### config.mk
export PLATFORM = sky130hd
export DESIGN_NAME = multicycle_alu_flat
export DESIGN_NICKNAME = d
export VERILOG_FILES = /design/src/rtl/multicycle_alu_if.sv /design/src/rtl/multicycle_alu.sv /design/src/flat_wrapper.sv
export SDC_FILE = /design/constraint.sdc
export NUM_CORES = 1
export LEC_CHECK = 0
export CAP_MARGIN = 20
export CORE_MARGIN = 1.5
export CORE_UTILIZATION = 60
export CTS_CLUSTER_SIZE = 30
export DETAILED_ROUTE_END_ITERATION = 10
export GPL_TIMING_DRIVEN = 1
export PLACE_DENSITY_LB_ADDON = 0.12
export SYNTH_ARGS = -nofsm -noshare
export SYNTH_HDL_FRONTEND = slang
export SYNTH_SLANG_ARGS = --single-unit
### constraint.sdc
create_clock -name clk -period 5.9 [get_ports clk]
set_input_delay 0.885 -clock clk [delete_from_list [all_inputs] [get_ports clk]]
set_output_delay 0.885 -clock clk [all_outputs]
set_load 0.005 [all_outputs]
### src/rtl/multicycle_alu_if.sv
// Handshake and data bundle between a requester and the multicycle ALU.
// The requester drives start/opc/a/b; the ALU returns results and status.
interface multicycle_alu_if #(
    parameter int unsigned N = 32
);
    logic         start;
    logic [2:0]   opc;
    logic [N-1:0] a;
    logic [N-1:0] b;
    logic [N-1:0] w;
    logic [N-1:0] hi;
    logic         zero;
    logic         neg;
    logic         busy;
    logic         done;

    modport master (
        output start, opc, a, b,
        input  w, hi, zero, neg, busy, done
    );

    modport slave (
        input  start, opc, a, b,
        output w, hi, zero, neg, busy, done
    );
endinterface

### src/rtl/multicycle_alu.sv
// ALU with single-cycle logic/arith ops plus iterative shift-add MULU and
// restoring DIVU, one bit per cycle; results stay held until the next done.
module multicycle_alu #(
    parameter int unsigned N = 32
) (
    input logic              clk,
    input logic              rst,
    multicycle_alu_if.slave  bus
);
    localparam int unsigned CW = $clog2(N);

    typedef enum logic [1:0] {StIdle, StMul, StDiv} state_e;

    state_e        r_state, w_state_nxt;
    logic [CW-1:0] r_cnt, w_cnt_nxt;
    logic [N-1:0]  r_acc, w_acc_nxt;
    logic [N-1:0]  r_q, w_q_nxt;
    logic [N-1:0]  r_m, w_m_nxt;
    logic [N-1:0]  r_w, w_w_nxt;
    logic [N-1:0]  r_hi, w_hi_nxt;
    logic          r_done, w_done_nxt;

    logic [N:0]    w_mul_sum;
    logic [N:0]    w_div_shift;
    logic [N:0]    w_div_diff;
    logic          w_div_bit;
    logic [N-1:0]  w_div_rem;
    logic          w_last;

    // r_acc is the high product half / partial remainder; r_q holds multiplier
    // bits shifting out and product/quotient bits shifting in.
    assign w_mul_sum   = {1'b0, r_acc} + (r_q[0] ? {1'b0, r_m} : '0);
    assign w_div_shift = {r_acc, r_q[N-1]};
    assign w_div_diff  = w_div_shift - {1'b0, r_m};
    assign w_div_bit   = ~w_div_diff[N];
    assign w_div_rem   = w_div_bit ? w_div_diff[N-1:0] : w_div_shift[N-1:0];
    assign w_last      = (r_cnt == CW'(N - 1));

    always_comb begin
        w_state_nxt = r_state;
        w_cnt_nxt   = r_cnt;
        w_acc_nxt   = r_acc;
        w_q_nxt     = r_q;
        w_m_nxt     = r_m;
        w_w_nxt     = r_w;
        w_hi_nxt    = r_hi;
        w_done_nxt  = 1'b0;
        case (r_state)
            StIdle: begin
                if (bus.start) begin
                    w_hi_nxt   = '0;
                    w_done_nxt = 1'b1;
                    unique case (bus.opc)
                        3'b000: w_w_nxt = bus.a + bus.b;
                        3'b001: w_w_nxt = bus.a - bus.b;
                        3'b010: w_w_nxt = bus.a & bus.b;
                        3'b011: w_w_nxt = bus.a | bus.b;
                        3'b100: w_w_nxt = {{(N-1){1'b0}}, (bus.a < bus.b)};
                        3'b101: w_w_nxt = bus.a ^ bus.b;
                        3'b110: begin
                            w_hi_nxt    = r_hi;
                            w_done_nxt  = 1'b0;
                            w_state_nxt = StMul;
                            w_acc_nxt   = '0;
                            w_q_nxt     = bus.a;
                            w_m_nxt     = bus.b;
                            w_cnt_nxt   = '0;
                        end
                        3'b111: begin
                            if (bus.b == '0) begin
                                w_w_nxt  = '1;
                                w_hi_nxt = bus.a;
                            end else begin
                                w_hi_nxt    = r_hi;
                                w_done_nxt  = 1'b0;
                                w_state_nxt = StDiv;
                                w_acc_nxt   = '0;
                                w_q_nxt     = bus.a;
                                w_m_nxt     = bus.b;
                                w_cnt_nxt   = '0;
                            end
                        end
                    endcase
                end
            end
            StMul: begin
                w_acc_nxt = w_mul_sum[N:1];
                w_q_nxt   = {w_mul_sum[0], r_q[N-1:1]};
                w_cnt_nxt = r_cnt + CW'(1);
                if (w_last) begin
                    w_w_nxt     = {w_mul_sum[0], r_q[N-1:1]};
                    w_hi_nxt    = w_mul_sum[N:1];
                    w_done_nxt  = 1'b1;
                    w_state_nxt = StIdle;
                end
            end
            StDiv: begin
                w_acc_nxt = w_div_rem;
                w_q_nxt   = {r_q[N-2:0], w_div_bit};
                w_cnt_nxt = r_cnt + CW'(1);
                if (w_last) begin
                    w_w_nxt     = {r_q[N-2:0], w_div_bit};
                    w_hi_nxt    = w_div_rem;
                    w_done_nxt  = 1'b1;
                    w_state_nxt = StIdle;
                end
            end
            default: w_state_nxt = StIdle;
        endcase
    end

    always_ff @(posedge clk or posedge rst) begin
        if (rst) begin
            r_state <= StIdle;
            r_cnt   <= '0;
            r_acc   <= '0;
            r_q     <= '0;
            r_m     <= '0;
            r_w     <= '0;
            r_hi    <= '0;
            r_done  <= 1'b0;
        end else begin
            r_state <= w_state_nxt;
            r_cnt   <= w_cnt_nxt;
            r_acc   <= w_acc_nxt;
            r_q     <= w_q_nxt;
            r_m     <= w_m_nxt;
            r_w     <= w_w_nxt;
            r_hi    <= w_hi_nxt;
            r_done  <= w_done_nxt;
        end
    end

    assign bus.w    = r_w;
    assign bus.hi   = r_hi;
    assign bus.zero = (r_w == '0);
    assign bus.neg  = r_w[N-1];
    assign bus.busy = (r_state != StIdle);
    assign bus.done = r_done;
endmodule

### src/flat_wrapper.sv
// flat-port wrapper written by rule: the top's interface ports become plain ports
module multicycle_alu_flat 
#(
    parameter int unsigned N = 32
)
  (clk, rst, bus_start, bus_opc, bus_a, bus_b, bus_w, bus_hi, bus_zero, bus_neg, bus_busy, bus_done);
  multicycle_alu_if #(.N(N)) bus_i ();
  input logic clk;
  input logic rst;
  input wire logic [$bits(bus_i.start)-1:0] bus_start;
  input wire logic [$bits(bus_i.opc)-1:0] bus_opc;
  input wire logic [$bits(bus_i.a)-1:0] bus_a;
  input wire logic [$bits(bus_i.b)-1:0] bus_b;
  output wire logic [$bits(bus_i.w)-1:0] bus_w;
  output wire logic [$bits(bus_i.hi)-1:0] bus_hi;
  output wire logic [$bits(bus_i.zero)-1:0] bus_zero;
  output wire logic [$bits(bus_i.neg)-1:0] bus_neg;
  output wire logic [$bits(bus_i.busy)-1:0] bus_busy;
  output wire logic [$bits(bus_i.done)-1:0] bus_done;
  assign bus_i.start = bus_start;
  assign bus_i.opc = bus_opc;
  assign bus_i.a = bus_a;
  assign bus_i.b = bus_b;
  assign bus_w = bus_i.w;
  assign bus_hi = bus_i.hi;
  assign bus_zero = bus_i.zero;
  assign bus_neg = bus_i.neg;
  assign bus_busy = bus_i.busy;
  assign bus_done = bus_i.done;
  multicycle_alu #(.N(N)) u_core (.clk(clk), .rst(rst), .bus(bus_i));
endmodule
; ---- Word level (Yosys, flattened, before mapping)
; Cells that the tools add are included.
; W data, S select, Z words.
[totals]
input_bits = 70
word_cells = 91
out_inout_bits = 68
ff_bits = 168
[op_classes]
n_eq_ne = 20
n_lt_le_gt_ge = 1
mux = 38
reduce_logical = 15
n_addsub = 5
bitwise = 4
[op_table]
columns = cell, count
row1 = $mux W32, 15
row2 = $pmux W32 S3, 4
row3 = $pmux W32 S2, 4
row4 = $pmux W32 S7, 1
row5 = $logic_not A32 Y1, 2
row6 = $add A32 B33 Y33, 1
row7 = $sub A33 B32 Y33, 1
row8 = $add A32 B32 Y32, 1
row9 = $and A32 B32 Y32, 1
row10 = $lt A32 B32 Y1, 1
row11 = $or A32 B32 Y32, 1
row12 = $sub A32 B32 Y32, 1
row13 = $xor A32 B32 Y32, 1
row14 = $pmux W5 S2, 2
row15 = $reduce_and A4 Y1, 4
row16 = $eq A3 B3 Y1 const B, 4
row17 = $reduce_and A6 Y1, 2
row18 = $mux W5, 2
row19 = $ne A8 B8 Y1 const B, 1
row20 = $pmux W2 S2, 2
row21 = $eq A3 B2 Y1 const B, 2
row22 = $mux W2, 3
row23 = $ne A2 B1 Y1 const B, 3
row24 = $ne A2 B2 Y1 const B, 3
row25 = other kinds (15), 21

; ---- Logic depth before layout (Yosys ltp)
[depth]
depth_word = 5
depth_mapped = 16
depth_no_buf = 14

; ---- Least setup slack after synthesis
; OpenSTA, ideal clock, no wires.
[synth_path]
path_kind = input to register
from = input port bus_a[0]
to = register u_core.r_w[24] (netlist: u_core.bus.w[24])
cell_stages = 13
path_slack_ps = 2397
path_buffers = 0
arrival_ps = 3377
required_ps = 5774
setup_time_ps = 126
cell_sequence = inv_1 -> ha_1 -> fa_1 -> o21bai_1 -> a21oi_1 -> nor4b_1 -> o32ai_1 -> o41ai_2 -> a221oi_2 -> o31ai_1 -> xnor2_1 -> nor3_1 -> a221o_1
[synth_via]
elab_chain_len = 4
elab_cells_between_ends = 5
cone_classes = add/sub (2) / mux (3)
[synth_lines]
columns = item, line
row1 = from (decl), flat_wrapper.sv:12  ; input wire logic [$bits(bus_i.a)-1:0] bus_a;
row2 = $sub A32 B32 Y32 / $add A32 B32 Y32 (equally long branches), "multicycle_alu.sv:55, multicycle_alu.sv:54"
row3 = $pmux W32 S7 (*), multicycle_alu.sv:53  ; unique case (bus.opc)
row4 = $mux W32 (*), multicycle_alu.sv:50  ; if (bus.start) begin
row5 = $pmux W32 S3 (*), multicycle_alu.sv:48  ; case (r_state)
row6 = to (signal assigned), multicycle_alu.sv:128  ; r_w <= w_w_nxt;
row7 = to (decl), multicycle_alu.sv:19  ; logic [N-1:0] r_w, w_w_nxt;
; Every way passes the cells marked *; elsewhere a longest branch is shown, timed or not. The select of a mux whose other input is x is not followed.
; A chain may end at the register's enable or synchronous reset.

; ---- Final worst setup path
[layout_path]
from = input port bus_a[0]
to = register u_core.r_w[0] (netlist: u_core.bus.w[0])
[layout_via]
elab_chain_len = 4
elab_cells_between_ends = 9
cone_classes = add/sub (2) / order compare (1) / mux (3) / bitwise (3)
[layout_lines]
columns = item, line
row1 = "$sub A32 B32 Y32, or another cell as far along", multicycle_alu.sv:55  ; 3'b001: w_w_nxt = bus.a - bus.b;
row2 = $pmux W32 S7 (*), multicycle_alu.sv:53
row3 = $mux W32 (*), multicycle_alu.sv:50
row4 = $pmux W32 S3 (*), multicycle_alu.sv:48
; Marked as above.

==> results_dict.tcl <==
set metrics [dict create \
    run_status "finished, final reports clean" \
    setup_tns_ns 0 \
    cp.required_ns 6.22 \
    grt_pass1_vias 17005 \
    clkLatencyLatePin_ns 0.44 \
    grt_pass1_wl_mm 97.9 \
    clkTransAtPathRegs_ns 0.08 \
    yosysWarnings 0 \
    grt_max_degree 93 \
    start_util_pct 61.2 \
    hold_slack_ns 0.486 \
    fmax_mhz 220 \
    powerDensity_nw_per_um2 501 \
    synth.area.top_cells "dfrtp_1 25%, ha_1 13%, o21ai_0 8.1%" \
    antenna_found_initial 0 \
    yosysSeqAreaShare_pct 25.4 \
    via_count 18062 \
    netlist_instances 2159 \
    finClkSkew_ns 0.0143 \
    cts_root_buf "clkbuf_16" \
    comb_power_share_pct 63.3 \
    gp_congestion 0.978 \
    core-area_um2 27000 \
    post_cts.repair.setup_buffers 0 \
    htree_levels 4 \
    critPathLaunchType "primary input" \
    p_total_uw 9360 \
    clkPwrFrac_pct 13.4 \
    synth_ff_type "dfrtp_1" \
    grt_overflow 0 \
    yosysTopAreaCellShare_pct 25.4 \
    path_max_fanout 4 \
    slew_violations 0 \
    yosysTopAreaCell "dfrtp_1" \
    relSlewSlack_pct 28.7 \
    yosysMostFrequentCell "o21ai_0" \
    cap_viol_max_count 0 \
    port_buffers 137 \
    setup_viol 0 \
    leakagePower_uw 0.00833 \
    path_class "in2reg" \
    internal_power_uw 4680 \
    cts_resized 0 \
    synth_edf_count 0 \
    cts_tree "built" \
    die_area_um2 28600 \
    async_flop_share_pct 100 \
    dr.pass1.iters 6 \
    synthTopCellsByCount "268 x o21ai_0, 244 x nand2_1, 182 x a21oi_1, 168 x dfrtp_1, 166 x ha_1" \
    die_height_um 169 \
    cts_sinks 168 \
    drive_above_1_share_pct 5.26 \
    fp.dieW_um 169 \
    worstMarginPinSlew_ns 1.07 \
    final_util_pct 69.2 \
    ir_worst_vdd_uv 345 \
    nets 2452 \
    seqPwrFrac_pct 23.2 \
    swShare_pct 50.0 \
    holdBufCountCts 0 \
    period_minus_slack_ns 4.54 \
    clock_path_buffers 2 \
    first_iter_violations 2608 \
    cp.arrival_ns 4.85 \
    final_antenna_net_count 0 \
    wl_mm 64.5 \
    synth.avg_cell_area_um2 7.66 \
    yosys_register_bits 168 \
    syn_to_final_growth_pct 13.0 \
    ios 138 \
    vias_per_cell 7.04 \
    post_drt_wl_per_cell_um 25.1 \
    ys_types 89 \
    fin_crit_sh_pct 76.9 \
    drc 0 \
    holdCritPathClass "reg2reg" \
    dp_hpwl_mm 46.5 \
    diodes 0 \
    num_rows 60 \
    synth_area_um2 16500 \
    grt.total_usage_pct 44.6 \
    p_sw_uw 4680 \
    synth_fp_nets 2399 \
    cts_buffers 17 \
    end_kind "flop" \
    rsz0062_at_grt "no" \
    finalHoldViolations 0 \
]
## worst max-delay path, cell delays in order
cell,delay (ns)
clkdlybuf4s50_1,0.65
inv_1,0.11
ha_1,0.22
fa_1,0.42
o21bai_1,0.16
a21oi_1,0.15
nor4b_1,0.41
o32ai_1,0.23
o41ai_2,0.35
a221oi_2,0.17
o31ai_1,0.53
a31oi_1,0.19
o221ai_1,0.24
o211ai_1,0.12
## flip-flops by register name, indices dropped and copies added, names as in the netlist
name / cells
u_core.bus.hi: 32
u_core.r_state: 2
u_core.bus.done: 1
u_core.r_m: 32
u_core.r_acc: 32
u_core.bus.w: 32
u_core.r_cnt: 5
u_core.r_q: 32
## layout by cell type (no fill, tap or decap), types with 14 or more instances in the layout
cell / count
o21ai_0: 268
nand2_1: 244
a21oi_1: 182
dfrtp_1: 168
ha_1: 164
inv_1: 144
clkdlybuf4s50_1: 137
nor2_1: 135
nand3_1: 50
xnor2_1: 49
a31oi_1: 40
and2_1: 39
a221o_1: 39
a21o_1: 38
nor3_1: 29
buf_4: 29
o21ai_1: 22
a221oi_1: 22
nand2b_1: 21
o21bai_1: 21
a22oi_1: 19
a211oi_1: 18
o31ai_1: 18
xor2_1: 18
nor4_1: 17
clkbuf_16: 17
nand4_1: 15
o21a_1: 15
o22ai_1: 15
and3_1: 14
mux2i_1: 14
## path summary, 6_finish.rpt
path                            startpoint                end  slack (ns)  cells past startpoint
max                               bus_a[0]    u_core.bus.w[0]        1.36                     14
min                        u_core.r_cnt[4]    u_core.r_cnt[4]        0.49                      2
max reg2reg                 u_core.r_q[31]   u_core.r_acc[11]        1.58                     15
min reg2reg                u_core.r_cnt[4]    u_core.r_cnt[4]        0.49                      2
max in group asynchronous              rst  u_core.bus.hi[22]        3.88                      3
min in group asynchronous              rst      u_core.r_m[8]        1.03                      2
## cell families (layout without fill, tap and decap cells)
family / count (synthesis) / count (layout) / share of synthesized area (%)
buffers and inverters: 279 / 345 / 6.56
DFF: 168 / 168 / 25.4
AOI/OAI and AO/OA: 834 / 834 / 32.5
and+or+nand+nor: 615 / 615 / 17.2
adders and majority gates: 170 / 170 / 13.0
xor gates and xnor gates: 67 / 67 / 3.55
muxes: 26 / 26 / 1.80
## power by group through the flow
stage	Clock (uW)	Sequential, uW	Combinational, uW
floorplan	0	2010	3880
global placement	0	2140	5530
detailed placement	0	2150	5680
CTS	1240	2140	5730
global route	1290	2210	6370
finish	1260	2180	5930
## area by class of cell
| type | count | area, um^2 |
|---|---|---|
| clock buffers | 20 | 457 |
| multi-input cells | 1712 | 11300 |
| flip-flops and latches | 168 | 4200 |
| inverters | 146 | 553 |
| clock inverters | 12 | 163 |
| well taps | 341 | 427 |
| fillers | 2222 | 8330 |
| repair buffers | 167 | 1610 |
## routing by layer
metal / vias to the layer above / part of all wire [%] / track usage, %
li1: 7952 / - / -
met1: 8566 / 40 / 60.9
met2: 1318 / 42 / 66.0
met3: 226 / 13 / 11.9
met4: 0 / 4.6 / 20.4
met5: - / 0 / 0
## metrics by stage
step	area [um^2]	worst slack, ns	cells
after global routing	18700	1.25	2566
after floorplan	16500	0.468	2159
after detailed placement	18100	1.04	2534
after CTS	18700	1.49	2566
after global placement	18100	1.16	2534
final	18700	1.36	2566
Power figures use the tool's default switching activity.
==> variant 1: new RTL, same settings <==
The 3 states of `state_e` get a one-hot encoding in 3 bits.
--- a/src/rtl/multicycle_alu.sv
+++ b/src/rtl/multicycle_alu.sv
@@ -9,7 +9,7 @@
 );
     localparam int unsigned CW = $clog2(N);
 
-    typedef enum logic [1:0] {StIdle, StMul, StDiv} state_e;
+    typedef enum logic [2:0] {StIdle = 3'b001, StMul = 3'b010, StDiv = 3'b100} state_e;
 
     state_e        r_state, w_state_nxt;
     logic [CW-1:0] r_cnt, w_cnt_nxt;
Behaviour: no difference found for any inputs over 4 cycles, from zero or initial values and one cycle with rst high; so few cycles prove little.
==> variant 1 against the original RTL <==
Non-clock buffer count is 4 lower; count of clock-buffer cells in the layout is 1 lower; die area fell by 1.2%; area after synthesis down 1.3%; final area shrank 1.3%; setup slack got worse by 150 ps; clock skew shrank 5.2 ps; critical path depth rose by 1; sequential cell count increased by 1; wire length fell by 7.1%; highest routed layer unchanged.
Power is not compared: it rests on default switching activity, and its combinational part moved more than twofold at a synthesized area within 25%.
==> variant 1: results (changes against the original RTL) <==
[min_path]
hold_depth=1  ; -1
min_from=u_core.bus.hi[30]
whs_endpoint=u_core.bus.hi[30]
hold_path.class=reg -> reg

[place]
hpwl_um=44000  ; -5.4%
gp_congestion=1.03  ; +5.2%
dp_cells=2496  ; -1.5%

[global_route]
grt_pass1_vias=16300  ; -4.3%
gr-usage-met1_pct=54.9  ; -6.1 points
globalRouteTotalUtil_pct=42.3  ; -2.3 points
antenna_found_initial=1  ; +1
grt_pass1_wl_um=92500  ; -5.5%
use_met2_pct=65.3  ; -0.72 points
grt_max_degree=92  ; -1.1%
met3_usage_pct=6.84  ; -5.1 points

[setup_path]
critical-path-top-delay-family=compound AO/OA/AOI/OAI gates
ff2ff_setup_slack_ps=1210  ; -370 ps
crit_path_max_incr_delay_ps=630  ; -20 ps
rr_worst_depth=15  ; unchanged
reg2reg_to=u_core.bus.hi[10]
path_max_fanout=23  ; +19
crit_slowest_cell=xnor2_4
cp.arrival_ps=5010  ; +160 ps

[clocking]
clkSlewWorstSetupHoldPaths_ps=70
clock_latency_ps=460  ; +20 ps
htree_levels=4  ; unchanged
root_buffer=clkbuf_16

[yosys]
synth_async_sr_flop_share_pct=100  ; unchanged
synth_mux_area_share_pct=1.54  ; -0.26 points
syn_area_per_cell_um2=7.71  ; +0.61%
synth_commonest_cells=nand2_1, o21ai_0, a21oi_1, nor2_1, dfrtp_1
synthAdderAreaFrac_pct=12.9  ; -0.14 points
netlist_top_cells_area=dfrtp_1, ha_1, o21ai_0
seq_area_frac_synth_pct=25.9  ; +0.48 points
synth_xor_area_share_pct=4.30  ; +0.75 points
ys_types=91  ; +2.2%
synth_compound_area_share_pct=31.0  ; -1.5 points

[sta]
setup_tns_ps=0  ; unchanged
skew_ps=9.10  ; -5.22 ps
worst_pin_slew_ps=1100  ; +28.9 ps
timing.hold.ws_ps=516  ; +30.2 ps

[routing]
top_layer=met4
drt-met1-wl_um=23400  ; -10%
met2_wirelength_um=26200  ; -3.1%
avgViaCountPerCell=6.85  ; -2.7%
wl_met3_um=5810  ; -30%
drt_iter0_markers=1972  ; -24%
wl_um=59800  ; -7.1%

[cells_and_area]
fillers=2275  ; +2.4%
layoutNonFillerInstCount=2530  ; -1.4%
drive_gt1_share_pct=5.03  ; -0.23 points
fin_nets=2411  ; -1.7%

[outcome]
status=complete, no violations

[power_and_ir_drop]
ir_worst_vdd_mv=0.234

variant 1: cell count changes after synthesis, moves of 9 or more:
cell      change
a22oi_1      +25
nor2_1       +34
a21oi_1      +11
clkbuf_1     -12
a31oi_1      +10
a221o_1      -29
o21ai_1      -16
xnor2_1       +9
nand3_1      -16
mux2i_1      +10
nand2_1      -25
o21ai_0      -58
variant 1: logic make-up (layout without fill, tap and decap cells):
logic type      after synthesis  after routing
simple gates                617            617
compound gates              783            783
mux                          25             25
xor+xnor                     78             78
buf+inv                     281            350
flops                       169            169
fa+ha+maj                   166            166
other cells                   0              1
variant 1: worst max path at each step:
stage,startpoint,endpoint,slack [ps]
floorplan,rst,u_core.bus.done,440
global placement,bus_b[11],u_core.bus.w[31],1300
detailed placement,bus_b[11],u_core.bus.w[31],1280
CTS,u_core.r_q[31],u_core.bus.hi[10],1350
global route,u_core.r_q[31],u_core.bus.hi[10],1070
finish,u_core.r_q[31],u_core.bus.hi[10],1210
variant 1: final cells by class:
cell class                 count  area [um2]  area share [%]
tap                          341         427            2.31
timing repair buffer         163        1590            8.64
inverter                     155         589            3.19
antenna                        1        2.50          0.0136
clock inverter                13         134           0.726
clock buffer                  19         453            2.46
multi-input combinational   1669       11000            59.7
sequential                   169        4230            22.9
variant 1: through the flow:
stage	utilization (%)	cell area, um2	setup slack (ps)
after detailed placement	66.5	17800	1280
after CTS	68.7	18400	1350
after floorplan	-	16300	442
after global routing	68.8	18400	1070
final	68.8	18400	1210
after global placement	66.5	17800	1300
variant 1: power breakdown:
group	internal (mW)	switching, mW
logic	0.906	1.21
registers	1.38	0.217
clock network	0.614	0.520
total	2.90	1.94
==> variant 2: new RTL, same settings <==
Without the edit above. `N` is set to 32 in 3 places; all go to 16.
--- a/src/rtl/multicycle_alu_if.sv
+++ b/src/rtl/multicycle_alu_if.sv
@@ -1,7 +1,7 @@
 // Handshake and data bundle between a requester and the multicycle ALU.
 // The requester drives start/opc/a/b; the ALU returns results and status.
 interface multicycle_alu_if #(
-    parameter int unsigned N = 32
+    parameter int unsigned N = 16
 );
     logic         start;
     logic [2:0]   opc;
--- a/src/rtl/multicycle_alu.sv
+++ b/src/rtl/multicycle_alu.sv
@@ -1,7 +1,7 @@
 // ALU with single-cycle logic/arith ops plus iterative shift-add MULU and
 // restoring DIVU, one bit per cycle; results stay held until the next done.
 module multicycle_alu #(
-    parameter int unsigned N = 32
+    parameter int unsigned N = 16
 ) (
     input logic              clk,
     input logic              rst,
--- a/src/flat_wrapper.sv
+++ b/src/flat_wrapper.sv
@@ -1,7 +1,7 @@
 // flat-port wrapper written by rule: the top's interface ports become plain ports
 module multicycle_alu_flat 
 #(
-    parameter int unsigned N = 32
+    parameter int unsigned N = 16
 )
   (clk, rst, bus_start, bus_opc, bus_a, bus_b, bus_w, bus_hi, bus_zero, bus_neg, bus_busy, bus_done);
   multicycle_alu_if #(.N(N)) bus_i ();
Ports: changed (resized bus_a, bus_b, bus_hi and bus_w); port bits go from 138 to 74. No check against the original RTL was run, so the function may have changed too.
==> variant 2 against the original RTL <==
Sequential cell count shrank 81; final area shrank 50%; largest power group unchanged; setup slack gained 530 ps; first-iteration DRC count shrank 70%; core utilization grew 1.0 points; power shrank 53%; wire length shrank 63%; highest routed layer unchanged; area after synthesis shrank 51%.
==> variant 2: results (changes against the original RTL) <==
[yosys]
ys_types=73  ; -18%
syn-instance-count=1012  ; -53%
seq_area_frac_synth_pct=26.8  ; +1.4 points
synthAdderAreaFrac_pct=14.1  ; +1.0 points
synth_fp_nets=1139  ; -53%
synth_async_sr_flop_share_pct=100  ; unchanged
synth_xor_area_share_pct=3.45  ; -0.10 points
netlist_top_cells_area=dfrtp_1, ha_1, nand2_1
synth_commonest_cells=nand2_1, dfrtp_1, ha_1, inv_1, a21oi_1
synth_compound_area_share_pct=29.0  ; -3.5 points
synth_mux_area_share_pct=3.52  ; +1.7 points

[cells_and_area]
regArea_mm2=0.00218  ; -48%
fillers=1110  ; -50%
drive_gt1_share_pct=5.95  ; +0.70 points

[global_route]
globalRouteTotalUtil_pct=34.0  ; -11 points
use_met2_pct=51.9  ; -14 points
grt_pass1_wl_um=38600  ; -61%
grt_max_degree=55  ; -41%
gr-usage-met1_pct=49.6  ; -11 points
grt_pass1_vias=7309  ; -57%
met3_usage_pct=4.31  ; -7.6 points

[routing]
met2_wirelength_um=10600  ; -61%
firstDrtPassIters=5  ; -1
drt-met1-wl_um=10700  ; -59%
wl_met3_um=1780  ; -79%
avgViaCountPerCell=6.44  ; -8.5%
vias=7948  ; -56%
drt_iter0_markers=774  ; -70%
route.detailed.wl_per_inst_um=19.3  ; -23%

[place]
gp_congestion=0.980  ; +0.11%
dp_cells=1218  ; -52%
hpwl_um=17900  ; -61%
dp_slack_ps=1640  ; +599 ps
io_buffers=73  ; -47%
postPlaceCellArea_mm2=0.00898  ; -50%

[setup_path]
cp.arrival_ps=4260  ; -590 ps
rr_worst_depth=11  ; -4
path_max_fanout=35  ; +31

[min_path]
hold_path.class=reg -> reg

[clocking]
htree_levels=3  ; -1
clock_latency_ps=350  ; -90 ps
cts-buffers-inserted=9  ; -8

[power_and_ir_drop]
p_sw_mw=2.00  ; -57%
cellLeakagePower_nw=4.20  ; -50%
ir_worst_vdd_mv=0.228  ; -34%

[sta]
skew_ps=10.0  ; -4.30 ps
worst_pin_slew_ps=1100  ; +35.9 ps

[outcome]
status=complete, no violations

[variant 2: changes by cell type in the layout (fill, tap and decap cells not counted), moves of 25 or more]
cell,delta
ha_1,-79
o21ai_1,+34
a31oi_1,-33
nor2_1,-68
clkdlybuf4s50_1,-64
inv_1,-72
a21oi_1,-112
o21ai_0,-199
dfrtp_1,-81
nand2_1,-128
a21o_1,-25
nand3_1,-34
[variant 2: power by group through the flow]
| stage | registers [mW] | clock network [mW] | logic [mW] |
|---|---|---|---|
| floorplan | 1.02 | 0 | 1.81 |
| global placement | 1.10 | 0 | 2.50 |
| detailed placement | 1.11 | 0 | 2.58 |
| CTS | 1.10 | 0.617 | 2.60 |
| global route | 1.14 | 0.644 | 2.88 |
| finish | 1.11 | 0.616 | 2.63 |
[variant 2: worst paths after layout]
path / start / endpoint / slack [ps]
max in group asynchronous: rst / u_core.r_m[12] / 3870
worst max-delay path: bus_opc[1] / u_core.r_cnt[3] / 1890
min in group asynchronous: rst / u_core.r_cnt[0] / 910
worst max register to register: u_core.r_q[0] / u_core.r_acc[15] / 2140
worst min-delay path: u_core.bus.hi[12] / u_core.bus.hi[12] / 510
worst min register to register: u_core.bus.hi[12] / u_core.bus.hi[12] / 510
[variant 2: worst max-delay path, cell delays in order]
cell and delay (ps):
clkdlybuf4s50_1 450, buf_4 260, inv_2 210, nor2_1 680, o21ai_1 310, o21ai_1 270
nand2b_2 420, clkinv_1 340, nand2_1 160, o31ai_1 260
[variant 2: final cells by class]
| type | count | share of cell area [%] |
|---|---|---|
| Sequential cell | 87 | 23.4 |
| Timing Repair Buffer | 83 | 8.88 |
| Multi-Input combinational cell | 796 | 58.8 |
| Tap cell | 176 | 2.37 |
| Clock buffer | 10 | 2.46 |
| Clock inverter | 6 | 0.996 |
| Inverter | 76 | 3.08 |
